File: src/rtl/pwm_duty_button_conditioner.sv
// pwm_duty_button_conditioner: debounces two bouncy push-buttons (increase /
// decrease duty) into one-cycle requests for a PWM generator, plus held flags.
// Optional auto-repeat while a button stays pressed: define
// PWM_BTN_AUTO_REPEAT_EN to enable it. Default build: one pulse per press.

// Per-button lane: synchronizer, debounce FSM, optional repeat timer.
module pwm_duty_button_lane #(
  parameter int DEBOUNCE_CYCLES = 1000,
  parameter int REPEAT_DELAY    = 250000,
  parameter int REPEAT_PERIOD   = 50000
) (
  input  logic clk,
  input  logic rst_n,
  input  logic ena,
  input  logic i_raw,
  output logic o_req,   // registered request, one cycle, before arbitration
  output logic o_busy,  // FSM in HELD or RELEASE_WAIT (for cross suppression)
  output logic o_held   // registered held flag
);
  typedef enum logic [1:0] {IDLE, PRESS_WAIT, HELD, RELEASE_WAIT} st_t;

  localparam logic [15:0] DB_M1 = 16'(DEBOUNCE_CYCLES - 1);

  logic [1:0]  r_sync;
  logic        w_sync;
  st_t         r_st, w_st_nxt;
  logic [15:0] r_cnt, w_cnt_nxt, w_cnt_inc;
  logic        w_acc;
  logic        w_rep_fire;
  logic        r_req, r_held;

  assign w_sync = r_sync[1];

  // Two-flop synchronizer; keeps running while the block is disabled.
  always_ff @(posedge clk or negedge rst_n) begin
    if (!rst_n) r_sync <= '0;
    else        r_sync <= {r_sync[0], i_raw};
  end

  // Debounce FSM state and counter registers.
  always_ff @(posedge clk or negedge rst_n) begin
    if (!rst_n) begin
      r_st  <= IDLE;
      r_cnt <= '0;
    end else begin
      r_st  <= w_st_nxt;
      r_cnt <= w_cnt_nxt;
    end
  end

  // Next-state logic; w_acc marks the PRESS_WAIT -> HELD acceptance edge.
  always_comb begin
    w_st_nxt  = r_st;
    w_cnt_nxt = r_cnt;
    w_acc     = 1'b0;
    w_cnt_inc = (r_cnt == 16'hFFFF) ? r_cnt : r_cnt + 16'd1;
    case (r_st)
      IDLE: begin
        if (w_sync) begin
          w_st_nxt  = PRESS_WAIT;
          w_cnt_nxt = '0;
        end
      end
      PRESS_WAIT: begin
        if (!w_sync) w_st_nxt = IDLE;
        else if (r_cnt == DB_M1) begin
          w_st_nxt = HELD;
          w_acc    = 1'b1;
        end else w_cnt_nxt = w_cnt_inc;
      end
      HELD: begin
        if (!w_sync) begin
          w_st_nxt  = RELEASE_WAIT;
          w_cnt_nxt = '0;
        end
      end
      RELEASE_WAIT: begin
        if (w_sync) w_st_nxt = HELD;
        else if (r_cnt == DB_M1) w_st_nxt = IDLE;
        else w_cnt_nxt = w_cnt_inc;
      end
      default: w_st_nxt = IDLE;
    endcase
    if (!ena) begin
      w_st_nxt  = IDLE;
      w_cnt_nxt = '0;
      w_acc     = 1'b0;
    end
  end

`ifdef PWM_BTN_AUTO_REPEAT_EN
  localparam int RMAX = (REPEAT_DELAY > REPEAT_PERIOD) ? REPEAT_DELAY : REPEAT_PERIOD;
  localparam int RCW  = $clog2(RMAX + 1);
  localparam logic [RCW-1:0] RD_M1 = RCW'(REPEAT_DELAY - 1);
  localparam logic [RCW-1:0] RP_M1 = RCW'(REPEAT_PERIOD - 1);

  logic [RCW-1:0] r_rep;
  logic           r_phase;  // 0: waiting first delay, 1: periodic
  logic [RCW-1:0] w_target;

  assign w_target   = r_phase ? RP_M1 : RD_M1;
  assign w_rep_fire = ena && (r_st == HELD) && (r_rep == w_target);

  // Repeat timer: restarts on acceptance, advances only in HELD, so it
  // pauses through RELEASE_WAIT and resumes where it left off.
  always_ff @(posedge clk or negedge rst_n) begin
    if (!rst_n) begin
      r_rep   <= '0;
      r_phase <= 1'b0;
    end else if (!ena || w_acc) begin
      r_rep   <= '0;
      r_phase <= 1'b0;
    end else if (r_st == HELD) begin
      if (r_rep == w_target) begin
        r_rep   <= '0;
        r_phase <= 1'b1;
      end else r_rep <= r_rep + 1'b1;
    end
  end
`else
  assign w_rep_fire = 1'b0;
`endif

  // Registered request and held flag.
  always_ff @(posedge clk or negedge rst_n) begin
    if (!rst_n) begin
      r_req  <= 1'b0;
      r_held <= 1'b0;
    end else begin
      r_req  <= ena & (w_acc | w_rep_fire);
      r_held <= ena & ((r_st == HELD) | (r_st == RELEASE_WAIT));
    end
  end

  assign o_req  = r_req;
  assign o_busy = (r_st == HELD) || (r_st == RELEASE_WAIT);
  assign o_held = r_held;
endmodule

// Top: two lanes plus pulse arbitration.
module pwm_duty_button_conditioner #(
  parameter int DEBOUNCE_CYCLES = 1000,
  parameter int REPEAT_DELAY    = 250000,
  parameter int REPEAT_PERIOD   = 50000
) (
  input  logic clk,
  input  logic rst_n,
  input  logic ena,
  input  logic btn_inc_raw,
  input  logic btn_dec_raw,
  output logic inc_pulse,
  output logic dec_pulse,
  output logic inc_held,
  output logic dec_held
);
  logic [1:0] w_raw, w_req, w_busy, w_held;

  assign w_raw = {btn_dec_raw, btn_inc_raw};

  // Lane 0 = increase, lane 1 = decrease.
  for (genvar g = 0; g < 2; g++) begin : g_lane
    pwm_duty_button_lane #(
      .DEBOUNCE_CYCLES(DEBOUNCE_CYCLES),
      .REPEAT_DELAY   (REPEAT_DELAY),
      .REPEAT_PERIOD  (REPEAT_PERIOD)
    ) u_lane (
      .clk   (clk),
      .rst_n (rst_n),
      .ena   (ena),
      .i_raw (w_raw[g]),
      .o_req (w_req[g]),
      .o_busy(w_busy[g]),
      .o_held(w_held[g])
    );
  end

  logic r_inc_pulse, r_dec_pulse;

  // Arbitrate: simultaneous requests cancel; a held button blocks the other.
  always_ff @(posedge clk or negedge rst_n) begin
    if (!rst_n) begin
      r_inc_pulse <= 1'b0;
      r_dec_pulse <= 1'b0;
    end else begin
      r_inc_pulse <= ena & w_req[0] & ~w_req[1] & ~w_busy[1];
      r_dec_pulse <= ena & w_req[1] & ~w_req[0] & ~w_busy[0];
    end
  end

  assign inc_pulse = r_inc_pulse;
  assign dec_pulse = r_dec_pulse;
  assign inc_held  = w_held[0];
  assign dec_held  = w_held[1];
endmodule
File: config.mk
export PLATFORM = sky130hd
export DESIGN_NAME = pwm_duty_button_conditioner
export DESIGN_NICKNAME = d
export VERILOG_FILES = /design/src/rtl/pwm_duty_button_conditioner.sv
export SDC_FILE = /design/constraint.sdc
export NUM_CORES = 1
export LEC_CHECK = 0
export BUFFER_PORTS_ARGS = -buffer_cell sky130_fd_sc_hd__buf_2
export CORE_MARGIN = 2
export CORE_UTILIZATION = 55
export DETAILED_ROUTE_END_ITERATION = 16
export PLACE_DENSITY = 0.79
export SLEW_MARGIN = 30
export SYNTH_ARGS = -nofsm -noshare
export SYNTH_HDL_FRONTEND = slang
export SYNTH_SLANG_ARGS = --single-unit
File: constraint.sdc
create_clock -name clk -period 5.75 [get_ports clk]
set_clock_uncertainty 0.15 [all_clocks]
set_input_delay 0.8625 -clock clk [delete_from_list [all_inputs] [get_ports clk]]
set_output_delay 0.8625 -clock clk [all_outputs]
set_load 0.02 [all_outputs]
Word-level counts from Yosys, hierarchy flattened --
Cells that the tools add are included.
Storage, ports and cells: logic and storage cells 100, register bits after elaboration 46, input bits 5, output and inout bits 4
Operators by class: equality and inequality tests 22, bitwise logic cells 16, multiplexer cells 40, add/sub/neg operators 2, reduce and logical (&&, ||, !) cells 8
Operators by type and width (number):
- $mux W16 | 14
- $pmux W16 S4 | 2
- $add A16 B1 Y16 const B | 2
- $eq A16 B10 Y1 const B | 2
- $eq A16 B16 Y1 const B | 2
- $mux W2 | 14
- $pmux W2 S4 | 2
- $reduce_and A4 Y1 | 4
- $ne A3 B2 Y1 const B | 4
- $ne A3 B3 Y1 const B | 4
- $and A1 B1 Y1 | 10
- $eq A2 B2 Y1 const B | 4
- $mux W1 | 8
- $ne A4 B2 Y1 const B | 2
- $ne A4 B4 Y1 const B | 2
- $eq A2 B1 Y1 const B | 2
- $logic_not A2 Y1 | 2
- $not A1 Y1 | 4
- $logic_or A1 B1 Y1 | 2
- $or A1 B1 Y1 | 2

Depth between registers and ports, before layout --
depth in word-level cells 6, mapped depth 8, depth with buffers taken out 7

By module --
From an unflattened synthesis, not the netlist that was laid out.
Unflattened totals: cells, all modules 280, area, all modules 2557.5 µm²
Modules (own cells, without submodules):
- pwm_duty_button_lane | sequential area each 550.5 µm², area each 1241.2 µm², cells each 138, instances 2
- pwm_duty_button_conditioner | sequential area each 50.0 µm², area each 75.1 µm², cells each 4, instances 1

Least setup slack after synthesis --
No wires, ideal clock.
path kind input to register, start input port ena, end register g_lane[0].u_lane.r_cnt[15], cell stages on the path 6, required time 5.534 ns, library setup time 0.066 ns, path slack 3.568 ns, path buffers 1, arrival time 1.966 ns, path through and2_1 -> buf_2 -> nor3b_2 -> nand4_2 -> or4_1 -> nand2_1
Between the ends: cells in the longest elaborated chain, start to end 2, elaborated cells on any way between the ends 6, classes of those cells eq/ne: 4; mux: 1; reduce/logical: 1
Ends and longest elaborated chain:
- start, declared | RTL line 148 | input logic ena,
- $ne A3 B3 Y1 (no source line) / $ne A3 B2 Y1 (equally long branches)
- $reduce_and A4 Y1 (no source line)
- end signal, assigned | RTL line 47 | r_cnt <= w_cnt_nxt;
- end, declared | RTL line 27 | logic [15:0] r_cnt, w_cnt_nxt, w_cnt_inc;
Several ways; a longest one is shown, not always the timed one. A chain may end at the register's enable or synchronous reset.

Final worst setup path --
start register g_lane[1].u_lane.r_cnt[0], end register g_lane[1].u_lane.r_cnt[13]
Between the ends: cells in the longest elaborated chain, start to end 6, elaborated cells on any way between the ends 9, classes of those cells add/sub: 1; eq/ne: 2; mux: 6
Ends and longest elaborated chain:
- start, declared | RTL line 27
- start signal, assigned | RTL line 47
- $add A16 B1 Y16 / $eq A16 B16 Y1 (equally long branches) | RTL line 56 | w_cnt_inc = (r_cnt == 16'hFFFF) ? r_cnt : r_cnt + 16'd1;
- $mux W16 | RTL line 56
- $mux W16 (*) | RTL line 66, 79
- $mux W16, on equally long branches | RTL line 78, 65
- $pmux W16 S4 (*) | RTL line 57 | case (r_st)
- $mux W16 (*) | RTL line 84 | if (!ena) begin
Mark *: on every way between the ends. The rest lies on a longest branch, timed or not. The select of a mux whose other input is x is not followed.

==> flow_metrics.tcl <==
set metrics [dict create \
    outcome "finished clean" \
    max-cap-violations 0 \
    die-area_mm2 0.00499 \
    synth_area_per_cell_um2 9.38 \
    crit_family "compound AO/OA/AOI/OAI gates" \
    synth_seq_cells 46 \
    cts_hold_buf 0 \
    via_count 2065 \
    power_w 0.000596 \
    yosysWarnings 0 \
    critPathMaxFanout 15 \
    design_area_mm2 0.00259 \
    htreeDepth 2 \
    relSlewSlack_pct 36.2 \
    tns_ps 0 \
    reg2reg_depth 6 \
    hold_path_depth 0 \
    grtUsageMet3_pct 2.99 \
    tightest_slew_ps 951 \
    cts.root.buffer_cell "clkbuf_8" \
    synth_top_cell_by_area "dfrtp_1" \
    synth-compound-area-share_pct 19.1 \
    power_density_mw_per_mm2 230 \
    fin_nets 270 \
    required_ps 5790 \
    start_util_pct 56.4 \
    synth_simple_gate_area_share_pct 27.5 \
    dp.final_hpwl_mm 3.24 \
    multi_input_area_mm2 0.00120 \
    syn-num-nets 267 \
    die_h_um 70.6 \
    via_per_inst 6.53 \
    synth_top_family_by_area "simple AND/OR/NAND/NOR gates" \
    netlist.area_leader.share_pct 47.2 \
    fmax_ghz 0.397 \
    syn_inst 260 \
    crit_chain "ha_1 > and4b_1 > o21ai_1 > nand4_1 > a31oi_1 > o22ai_1" \
    dr.pass1.iters 5 \
    worst_setup_path_end_kind "register" \
    period_minus_slack_ps 2520 \
    grt_start_max_net_pins 47 \
    use_met1_pct 32.4 \
    grt_overflow_total 0 \
    peakVddDrop_uv 135 \
    routed_wl_mm 4.89 \
    dp_slack_ps 3130 \
    critPathLaunchType "register" \
    power_leakage_nw 1.08 \
    numCtsBuffers 5 \
    min_period_over_period_pct 43.8 \
    netlist_area_mm2 0.00244 \
    drt-initial-drc-count 226 \
    gp_congestion 0.918 \
    grt-busiest-layer "met1" \
    finalHoldViolations 0 \
    rows 24 \
    gr-usage-all-layers_pct 21.4 \
    drive_gt1_share_pct 9.47 \
    synthAdderAreaFrac_pct 1.03 \
    cp_num_cells 6 \
    ant_nets 0 \
    synth_xor_area_share_pct 1.08 \
    cts.sinks 46 \
    register_area_mm2 0.00115 \
    netlist_top_cells_area "dfrtp_1 47%, o21ai_0 5.3%, nand4_1 4.9%" \
    async_reset_ff_share_pct 100 \
    ys_types 49 \
    fill_cells 381 \
    io_pins 9 \
    synth_seq_area_share_pct 47.2 \
    postCtsSetupRepairBufs 0 \
    drcViolationCount 0 \
    antenna_cells 0 \
    hold_class "register to register" \
    synthFlopType "dfrtp_1" \
    met2_usage_pct 30.7 \
    drv_slew 0 \
    critPathArrivalTime_ps 2560 \
    clk_latency_ps 310 \
    wl_per_cell_um 15.5 \
    critPathBufInv 0 \
    rsz0062_at_grt "no" \
    post-route-worst-setup-slack_ps 3230 \
    grt_pass1_vias 1835 \
    clock_path_buffers 2 \
    synthMuxAreaShare_pct 0.410 \
    crit_type "register to register" \
    cts.clk_slew.worst_paths_ps 80 \
    place_area_mm2 0.00248 \
    grt_first_pass_wirelength_mm 8.54 \
    setup_viol 0 \
    slowest_delay_ps 740 \
    syn_to_final_growth_pct 6.10 \
    antenna_found_initial 0 \
    tritoncts "built" \
    fin_hold_ws_ps 212 \
    design.core.area_mm2 0.00432 \
    slowest_stage "o21ai_1" \
    synth_edf_count 0 \
    dieWidth_um 70.6 \
    ctsResizeCount 0 \
    io_buffer_count 8 \
]
sequential cells by signal, summed over array words and instances, names as in the netlist:
register,flops
inc_pulse,1
dec_pulse,1
g_lane.u_lane.r_sync,4
g_lane.u_lane.o_held,2
g_lane.u_lane.r_st,4
g_lane.u_lane.r_cnt,32
g_lane.u_lane.o_req,2
power breakdown:
| part | internal [W] | total [W] | switching [W] |
|---|---|---|---|
| Clock | 0.000128 | 0.000239 | 0.000111 |
| Sequential | 0.000326 | 0.000330 | 0.00000345 |
| Combinational | 0.00000737 | 0.0000273 | 0.0000200 |
synth_stat cells, types with 3 or more instances:
library cell,instances
a41oi_1,4
a21oi_1,7
o31ai_1,12
nand3_1,13
and2_1,5
a31oi_1,8
nand2_1,31
clkbuf_1,6
nor2b_1,3
o211ai_1,3
o21ai_0,26
inv_1,6
nand4_1,19
buf_2,3
dfrtp_1,46
nor3_1,5
nor4_1,4
and3_1,7
nor2_1,12
cell type report:
class                      instances  area share (%)
tap                               52            2.51
sequential                        46            44.5
timing repair buffer               8            1.64
multi-input combinational        196            46.3
inverter                           6           0.870
clock inverter                     3            1.55
clock buffer                       5            2.66
cells in the final DEF, fill, tap and decap left out, types with 6 or more instances in the layout:
master    n
dfrtp_1  46
nand2_1  31
nand4_1  19
a21oi_1   7
nand3_1  13
and3_1    7
o31ai_1  12
a31oi_1   8
nor2_1   12
o21ai_0  26
buf_2     7
inv_1     6
worst paths after layout:
check,start,endpoint,slack (ps)
setup reg to reg,g_lane[1].u_lane.r_cnt[0],g_lane[1].u_lane.r_cnt[13],3230
hold reg to reg,g_lane[1].u_lane.r_sync[0],g_lane[1].u_lane.r_sync[1],210
hold / removal,g_lane[1].u_lane.r_sync[0],g_lane[1].u_lane.r_sync[1],210
min in group asynchronous,rst_n,g_lane[0].u_lane.r_cnt[10],390
max in group asynchronous,rst_n,g_lane[1].u_lane.r_cnt[2],4670
setup / recovery,g_lane[1].u_lane.r_cnt[0],g_lane[1].u_lane.r_cnt[13],3230
metal layers:
metal	wire length, um	part of all wire, %	vias to the layer above
met4	95	1.9	0
met1	2460	50	992
li1	-	-	998
met2	2090	43	66
met5	0	0	-
met3	245	5.0	9
stage by stage:
step,util (%),std cells
2_1_floorplan,-,260
3_3_place_gp,57.3,308
3_5_place_dp,57.3,308
4_1_cts,59.9,316
5_1_grt,59.9,316
6_report,59.9,316
cell families (layout without fill, tap and decap cells):
family,after synthesis,after routing
muxes,1,1
DFF,46,46
adders and majority gates,2,2
AOI/OAI and AO/OA,73,73
xor gates and xnor gates,3,3
and+or+nand+nor,117,117
buffers and inverters,18,22
Note: power is estimated with default switching activity, not from simulation.
